===== config.mk =====
export PLATFORM = sky130hd
export DESIGN_NAME = scsu_ahb_master
export DESIGN_NICKNAME = d
export VERILOG_FILES = /design/src/rtl/scsu_ahb_pkg.sv /design/src/rtl/scsu_ahb_master_req_fifo.sv /design/src/rtl/scsu_ahb_master.sv
export SDC_FILE = /design/constraint.sdc
export NUM_CORES = 1
export LEC_CHECK = 0
export CAP_MARGIN = 20
export CORE_MARGIN = 4
export CORE_UTILIZATION = 40
export CTS_BUF_LIST = sky130_fd_sc_hd__clkbuf_8
export DETAILED_ROUTE_END_ITERATION = 10
export GPL_ROUTABILITY_DRIVEN = 0
export GPL_TIMING_DRIVEN = 1
export SYNTH_ARGS = -nofsm -noshare
export SYNTH_HDL_FRONTEND = slang
export SYNTH_SLANG_ARGS = --single-unit

===== constraint.sdc =====
create_clock -name clk -period 6.7 [get_ports clk]
set_input_delay 1.34 -clock clk [delete_from_list [all_inputs] [get_ports clk]]
set_output_delay 1.34 -clock clk [all_outputs]
set_load 0.02 [all_outputs]

===== src/rtl/scsu_ahb_pkg.sv =====
// Shared AHB-Lite encodings and request bundle for the SCSU master bridge.
// Lane steering helpers shared by the write and read data paths.
package scsu_ahb_pkg;

    localparam int REQ_AW = 16;
    localparam int REQ_DW = 16;

    localparam logic [1:0] HTRANS_IDLE   = 2'b00;
    localparam logic [1:0] HTRANS_NONSEQ = 2'b10;
    localparam logic [1:0] HSIZE_BYTE    = 2'b00;
    localparam logic [1:0] HSIZE_HALF    = 2'b01;
    localparam logic [1:0] HRESP_OKAY    = 2'b00;
    localparam logic [1:0] HRESP_ERROR   = 2'b01;

    typedef struct packed {
        logic              wr;
        logic [1:0]        size;
        logic [REQ_AW-1:0] addr;
        logic [REQ_DW-1:0] wdata;
    } req_t;

    function automatic logic [REQ_DW-1:0] lane_wdata(
        input logic [1:0]        size,
        input logic [REQ_DW-1:0] wdata
    );
        if (size == HSIZE_BYTE)
            return {wdata[7:0], wdata[7:0]};
        return wdata;
    endfunction

    function automatic logic [REQ_DW-1:0] lane_rdata(
        input logic [1:0]        size,
        input logic              a0,
        input logic [REQ_DW-1:0] rdata
    );
        if (size == HSIZE_BYTE)
            return {8'h00, a0 ? rdata[15:8] : rdata[7:0]};
        return rdata;
    endfunction

endpackage


===== src/rtl/scsu_ahb_master_req_fifo.sv =====
// Two-entry request FIFO between the core handshake and the AHB address slot.
// Flush empties it in one cycle; storage itself is not reset.
module scsu_ahb_req_fifo
    import scsu_ahb_pkg::*;
(
    input  logic clk,
    input  logic rst,
    input  logic flush,
    input  logic push,
    input  logic pop,
    input  req_t din,
    output req_t dout,
    output logic full,
    output logic empty
);

    req_t       mem [2];
    logic       wr_ptr;
    logic       rd_ptr;
    logic [1:0] count;

    assign full  = (count == 2'd2);
    assign empty = (count == 2'd0);
    assign dout  = mem[rd_ptr];

    // Storage write; pointers qualify which entries are live.
    always_ff @(posedge clk) begin
        if (push)
            mem[wr_ptr] <= din;
    end

    // Pointer and occupancy tracking with single-bit wrap.
    always_ff @(posedge clk) begin
        if (rst || flush) begin
            wr_ptr <= 1'b0;
            rd_ptr <= 1'b0;
            count  <= 2'd0;
        end else begin
            if (push)
                wr_ptr <= ~wr_ptr;
            if (pop)
                rd_ptr <= ~rd_ptr;
            case ({push, pop})
                2'b10:   count <= count + 2'd1;
                2'b01:   count <= count - 2'd1;
                default: count <= count;
            endcase
        end
    end

endmodule


===== src/rtl/scsu_ahb_master.sv =====
// Pipelined AHB-Lite master: FIFO -> address slot -> data slot -> response.
// Optional data-phase watchdog enabled by SCSU_AHB_MASTER_TIMEOUT_EN.
module scsu_ahb_master
    import scsu_ahb_pkg::*;
#(
    parameter int ADDR_W      = REQ_AW,
    parameter int DATA_W      = REQ_DW,
    parameter int TIMEOUT_CYC = 255
) (
    input  logic              clk,
    input  logic              rst,
    input  logic              req_valid,
    output logic              req_ready,
    input  logic              req_wr,
    input  logic [1:0]        req_size,
    input  logic [ADDR_W-1:0] req_addr,
    input  logic [DATA_W-1:0] req_wdata,
    output logic              rsp_valid,
    output logic [DATA_W-1:0] rsp_rdata,
    output logic              rsp_err,
    output logic              bus_timeout,
    output logic [1:0]        scsu_m_ahb_mhtrans,
    output logic [1:0]        scsu_m_ahb_mhsize,
    output logic              scsu_m_ahb_mhwrite,
    output logic [ADDR_W-1:0] scsu_m_ahb_mhaddr,
    output logic [DATA_W-1:0] scsu_m_ahb_mhwdata,
    input  logic [DATA_W-1:0] ahb_scsu_m_shrdata,
    input  logic              ahb_scsu_m_shready,
    input  logic [1:0]        ahb_scsu_m_shresp
);

    req_t        fifo_din;
    req_t        head;
    logic        full;
    logic        empty;
    logic        push;
    logic        pop;
    logic        tmo_fire;

    logic              a_valid;
    logic              a_err;
    logic [DATA_W-1:0] a_wdata;
    logic              d_valid;
    logic              d_wr;
    logic [1:0]        d_size;
    logic              d_a0;
    logic              d_err;

    assign fifo_din  = '{wr: req_wr, size: req_size,
                         addr: req_addr, wdata: req_wdata};
    assign req_ready = !rst && !full;
    assign push      = req_valid && req_ready;
    assign pop       = ahb_scsu_m_shready && !empty && !tmo_fire;

    scsu_ahb_req_fifo u_fifo (
        .clk   (clk),
        .rst   (rst),
        .flush (tmo_fire),
        .push  (push),
        .pop   (pop),
        .din   (fifo_din),
        .dout  (head),
        .full  (full),
        .empty (empty)
    );

`ifdef SCSU_AHB_MASTER_TIMEOUT_EN
    logic [7:0] stall_cnt;
    logic       tmo_flag;

    assign tmo_fire = d_valid && !ahb_scsu_m_shready
                   && (stall_cnt == 8'(TIMEOUT_CYC - 1));
    assign bus_timeout = tmo_flag;

    // Count consecutive stalled data-phase cycles; sticky flag on expiry.
    always_ff @(posedge clk) begin
        if (rst) begin
            stall_cnt <= 8'd0;
            tmo_flag  <= 1'b0;
        end else if (tmo_fire) begin
            stall_cnt <= 8'd0;
            tmo_flag  <= 1'b1;
        end else if (d_valid && !ahb_scsu_m_shready) begin
            stall_cnt <= stall_cnt + 8'd1;
        end else begin
            stall_cnt <= 8'd0;
        end
    end
`else
    assign tmo_fire    = 1'b0;
    assign bus_timeout = 1'b0;
`endif

    // Advance address/data slots on HREADY and emit in-order responses.
    always_ff @(posedge clk) begin
        if (rst) begin
            a_valid            <= 1'b0;
            a_err              <= 1'b0;
            a_wdata            <= '0;
            d_valid            <= 1'b0;
            d_wr               <= 1'b0;
            d_size             <= HSIZE_BYTE;
            d_a0               <= 1'b0;
            d_err              <= 1'b0;
            rsp_valid          <= 1'b0;
            rsp_rdata          <= '0;
            rsp_err            <= 1'b0;
            scsu_m_ahb_mhtrans <= HTRANS_IDLE;
            scsu_m_ahb_mhsize  <= HSIZE_BYTE;
            scsu_m_ahb_mhwrite <= 1'b0;
            scsu_m_ahb_mhaddr  <= '0;
            scsu_m_ahb_mhwdata <= '0;
        end else begin
            rsp_valid <= 1'b0;
            if (tmo_fire) begin
                rsp_valid          <= 1'b1;
                rsp_err            <= 1'b1;
                rsp_rdata          <= '0;
                d_valid            <= 1'b0;
                a_valid            <= 1'b0;
                a_err              <= 1'b0;
                scsu_m_ahb_mhtrans <= HTRANS_IDLE;
            end else if (ahb_scsu_m_shready) begin
                if (d_valid) begin
                    rsp_valid <= 1'b1;
                    rsp_err   <= (ahb_scsu_m_shresp != HRESP_OKAY) || d_err;
                    rsp_rdata <= (d_wr || d_err) ? '0
                               : lane_rdata(d_size, d_a0, ahb_scsu_m_shrdata);
                end
                d_valid            <= a_valid;
                d_wr               <= scsu_m_ahb_mhwrite;
                d_size             <= scsu_m_ahb_mhsize;
                d_a0               <= scsu_m_ahb_mhaddr[0];
                d_err              <= a_err;
                scsu_m_ahb_mhwdata <= a_wdata;
                if (!empty) begin
                    a_valid            <= 1'b1;
                    a_err              <= head.size[1];
                    a_wdata            <= lane_wdata(head.size, head.wdata);
                    scsu_m_ahb_mhtrans <= head.size[1] ? HTRANS_IDLE
                                                       : HTRANS_NONSEQ;
                    scsu_m_ahb_mhsize  <= head.size;
                    scsu_m_ahb_mhwrite <= head.wr;
                    scsu_m_ahb_mhaddr  <= head.addr;
                end else begin
                    a_valid            <= 1'b0;
                    a_err              <= 1'b0;
                    scsu_m_ahb_mhtrans <= HTRANS_IDLE;
                end
            end
        end
    end

endmodule


==> flow_summary.json <==
{
  "crit_family": "buffers and inverters",
  "design.final.nets": 587,
  "die_width_um": 127,
  "yosys_warnings": 0,
  "worst-setup-path-type": "input port to output port",
  "area_growth_syn_to_layout_pct": 28.6,
  "globalRouteOverflowTotal": 0,
  "die-area_mm2": 0.0162,
  "report.final.slew_viol_count": 0,
  "detail_route.wl_per_cell_um": 16.9,
  "max-vdd-ir-drop_v": 0.000217,
  "initial_utilization_pct": 41.0,
  "startpoint_of_the_tightest_hold_check_path": "rsp_rdata[6]",
  "period_needed_ns": 4.11,
  "antenna_cells_inserted": 0,
  "synthArstFlopShare_pct": 0,
  "detail-route-antenna-nets": 0,
  "cts_inserted_buffers": 17,
  "cts_max_level": 4,
  "placement.io_buffers": 111,
  "grt_max_degree": 74,
  "timing.final.ws_setup_ns": 2.59,
  "p_leak_nw": 2.50,
  "clk_latency_ns": 0.45,
  "synthDominantAreaCellType": "edfxtp_1",
  "power.density_cell_area_mw_per_mm2": 339,
  "outcome": "finished clean",
  "critical_path_peak_fanout": 73,
  "via_count_of_the_first_global_routing_pass": 3752,
  "critPathLaunch": "rst",
  "crit_arrival_ns": 2.77,
  "nFillCells": 1166,
  "finalCoreUtilization_pct": 52.7,
  "critical-path-max-stage-delay_ns": 0.68,
  "timing.final.hold_violations": 0,
  "startpoint_class_of_the_critical_path": "input port",
  "netlist_instances": 423,
  "routed-via-count": 3585,
  "ys_dominant_reg_cell": "dfxtp_1",
  "clkSlewWorstSetupHoldPaths_ns": 0.08,
  "std_cell_core_area_mm2": 0.0139,
  "crit-reg2reg-launch": "u_fifo.count[0]",
  "slowest_stage": "buf_4",
  "fin_setup_tns_ns": 0,
  "relSlewSlack_pct": 34.8,
  "io-pin-count": 114,
  "rows": 43,
  "synth.ff_latch_count": 153,
  "max_cap_viol_count": 0,
  "first_iter_violations": 132,
  "cts_max_path_buffers": 2,
  "cts_root_buf": "clkbuf_8",
  "number_of_drc_violations_after_detailed_routing": 0,
  "path_cells": "buf_4, nor2_1, clkdlybuf4s50_1",
  "critical_path_buf_inv_count": 2,
  "critPathRequiredTime_ns": 5.36,
  "post_cts_resize_count": 0,
  "first_pass_iters": 4,
  "detailedPlacementHpwl_um": 8040,
  "avgSynthCellArea_um2": 13.5,
  "postCtsSetupRepairBufs": 0,
  "clock_tree_from_tritoncts": "built",
  "synth_largest_type_area_fraction_pct": 36.8,
  "synth_common_cells": "dfxtp_1 (83), mux2i_1 (72), edfxtp_1 (70)",
  "final-setup-viol-count": 0,
  "dp_slack_ns": 2.41,
  "post_route_cells_drive_above_1_share_pct": 12.4,
  "synth_area_mm2": 0.00571,
  "die-height_um": 127,
  "cts_hold_buffers": 0,
  "fin_skew_ns": 0.00639,
  "netlist-cell-type-count": 39,
  "drt_wl_total_um": 12200,
  "layout_worst_path_cycle_share_pct": 61.4,
  "gr-usage-all-layers_pct": 15.5,
  "number_of_enable_type_register_cells_in_the_synthesized_netlist": 70,
  "synth-seq-area-share_pct": 65.9,
  "grt_antenna_before_repair": 0,
  "routed_via_density": 4.97,
  "timing.fmax_ghz": 0.243,
  "worst_slew_pin_slew_ns": 0.979,
  "synthMostInstantiatedCell": "dfxtp_1",
  "unrepaired_setup_endpoints_after_global_routing": "false",
  "endpoint_kind": "output port",
  "synth.area.top_cells": "edfxtp_1 (37%), dfxtp_1 (29%), mux2i_1 (13%), a211oi_2 (4.6%), nor2_1 (4.2%)",
  "cts_sinks": 153,
  "hold_path_class": "flip-flop to flip-flop",
  "global_route_wire_length_before_repair_um": 19600
}
-- state kept, by name, summed over array words and instances, names as in the netlist, 2 cells and up, named ones only --
name                count
d_size                  2
u_fifo.count            2
scsu_m_ahb_mhaddr      16
scsu_m_ahb_mhwdata     16
a_wdata                16
u_fifo.mem             70
rsp_rdata              16
scsu_m_ahb_mhsize       2
-- routing by layer --
layer  share of wire [%]  vias up  routed length [µm]  GRT usage [%]
met5                   0        -                   0              0
met4                 1.4        0                 165           6.06
met3                 6.2       16                 761           4.68
met2                  47      101                5700           24.5
met1                  46     1705                5590           20.1
li1                    -     1763                   -              -
-- area by class of cell --
class | count | area [µm²] | share of cell area (%)
Multi-Input combinational cell | 239 | 1760 | 24.0
Tap cell | 180 | 225 | 3.07
Clock buffer | 17 | 234 | 3.19
Clock inverter | 15 | 201 | 2.74
Sequential cell | 153 | 3760 | 51.3
Inverter | 4 | 15.0 | 0.205
Timing Repair Buffer | 114 | 1140 | 15.5
-- worst min-delay path: stages, from the launching register on --
cell	delay, ns
dfxtp_1	0.33
nand2_1	0.04
o21ai_0	0.06
-- per-stage QoR --
stage	cells	area, µm²	total power [W]	hold slack, ns
final	722	7340	0.00249	0.457
after global routing	722	7340	0.00261	0.491
after CTS	721	7320	0.00251	0.462
after detailed placement	689	6880	0.00175	0.443
after global placement	689	6880	0.00174	0.436
after floorplan	424	5710	0.00155	0.450
-- placed cells by master (no fill, tap or decap), types with 3 or more instances in the layout --
cell / instances
a211oi_2: 21
buf_4: 3
a21oi_1: 6
nor2b_1: 3
or3_1: 3
mux2i_1: 72
edfxtp_1: 70
nand3_1: 9
dfxtp_1: 82
clkbuf_8: 17
clkinvlp_4: 5
clkinv_4: 3
nand2_1: 10
a32oi_1: 8
o221ai_1: 7
inv_1: 3
o21ai_0: 9
bufinv_16: 4
nor2_1: 64
clkdlybuf4s50_1: 109
a211oi_1: 5
-- kinds of logic (layout without fill, tap and decap cells) --
family          Yosys count  in the layout  synth area share (%)
other cells               1              2                0.0657
xor+xnor                  3              3                 0.460
flops                   153            153                  65.9
buf+inv                  32            150                  3.31
compound gates           60             60                  9.56
fa+ha+maj                 1              1                 0.219
mux                      73             73                  12.8
simple gates            100            100                  7.63
-- power breakdown --
| group | switching (W) | leakage [nW] | internal, W |
|---|---|---|---|
| Clock | 0.000349 | 0.202 | 0.000406 |
| Sequential | 0.000101 | 1.32 | 0.00110 |
| Combinational | 0.000275 | 0.977 | 0.000257 |
-- path summary, 6_finish.rpt --
| kind | to | slack [ns] | depth (start not counted) |
|---|---|---|---|
| worst min-delay path | rsp_rdata[6] | 0.46 | 2 |
| worst min register to register | rsp_rdata[6] | 0.46 | 2 |
| worst max-delay path | req_ready | 2.59 | 3 |
| worst max register to register | u_fifo.mem[0][1] | 4.65 | 4 |
Power figures use the tool's default switching activity.
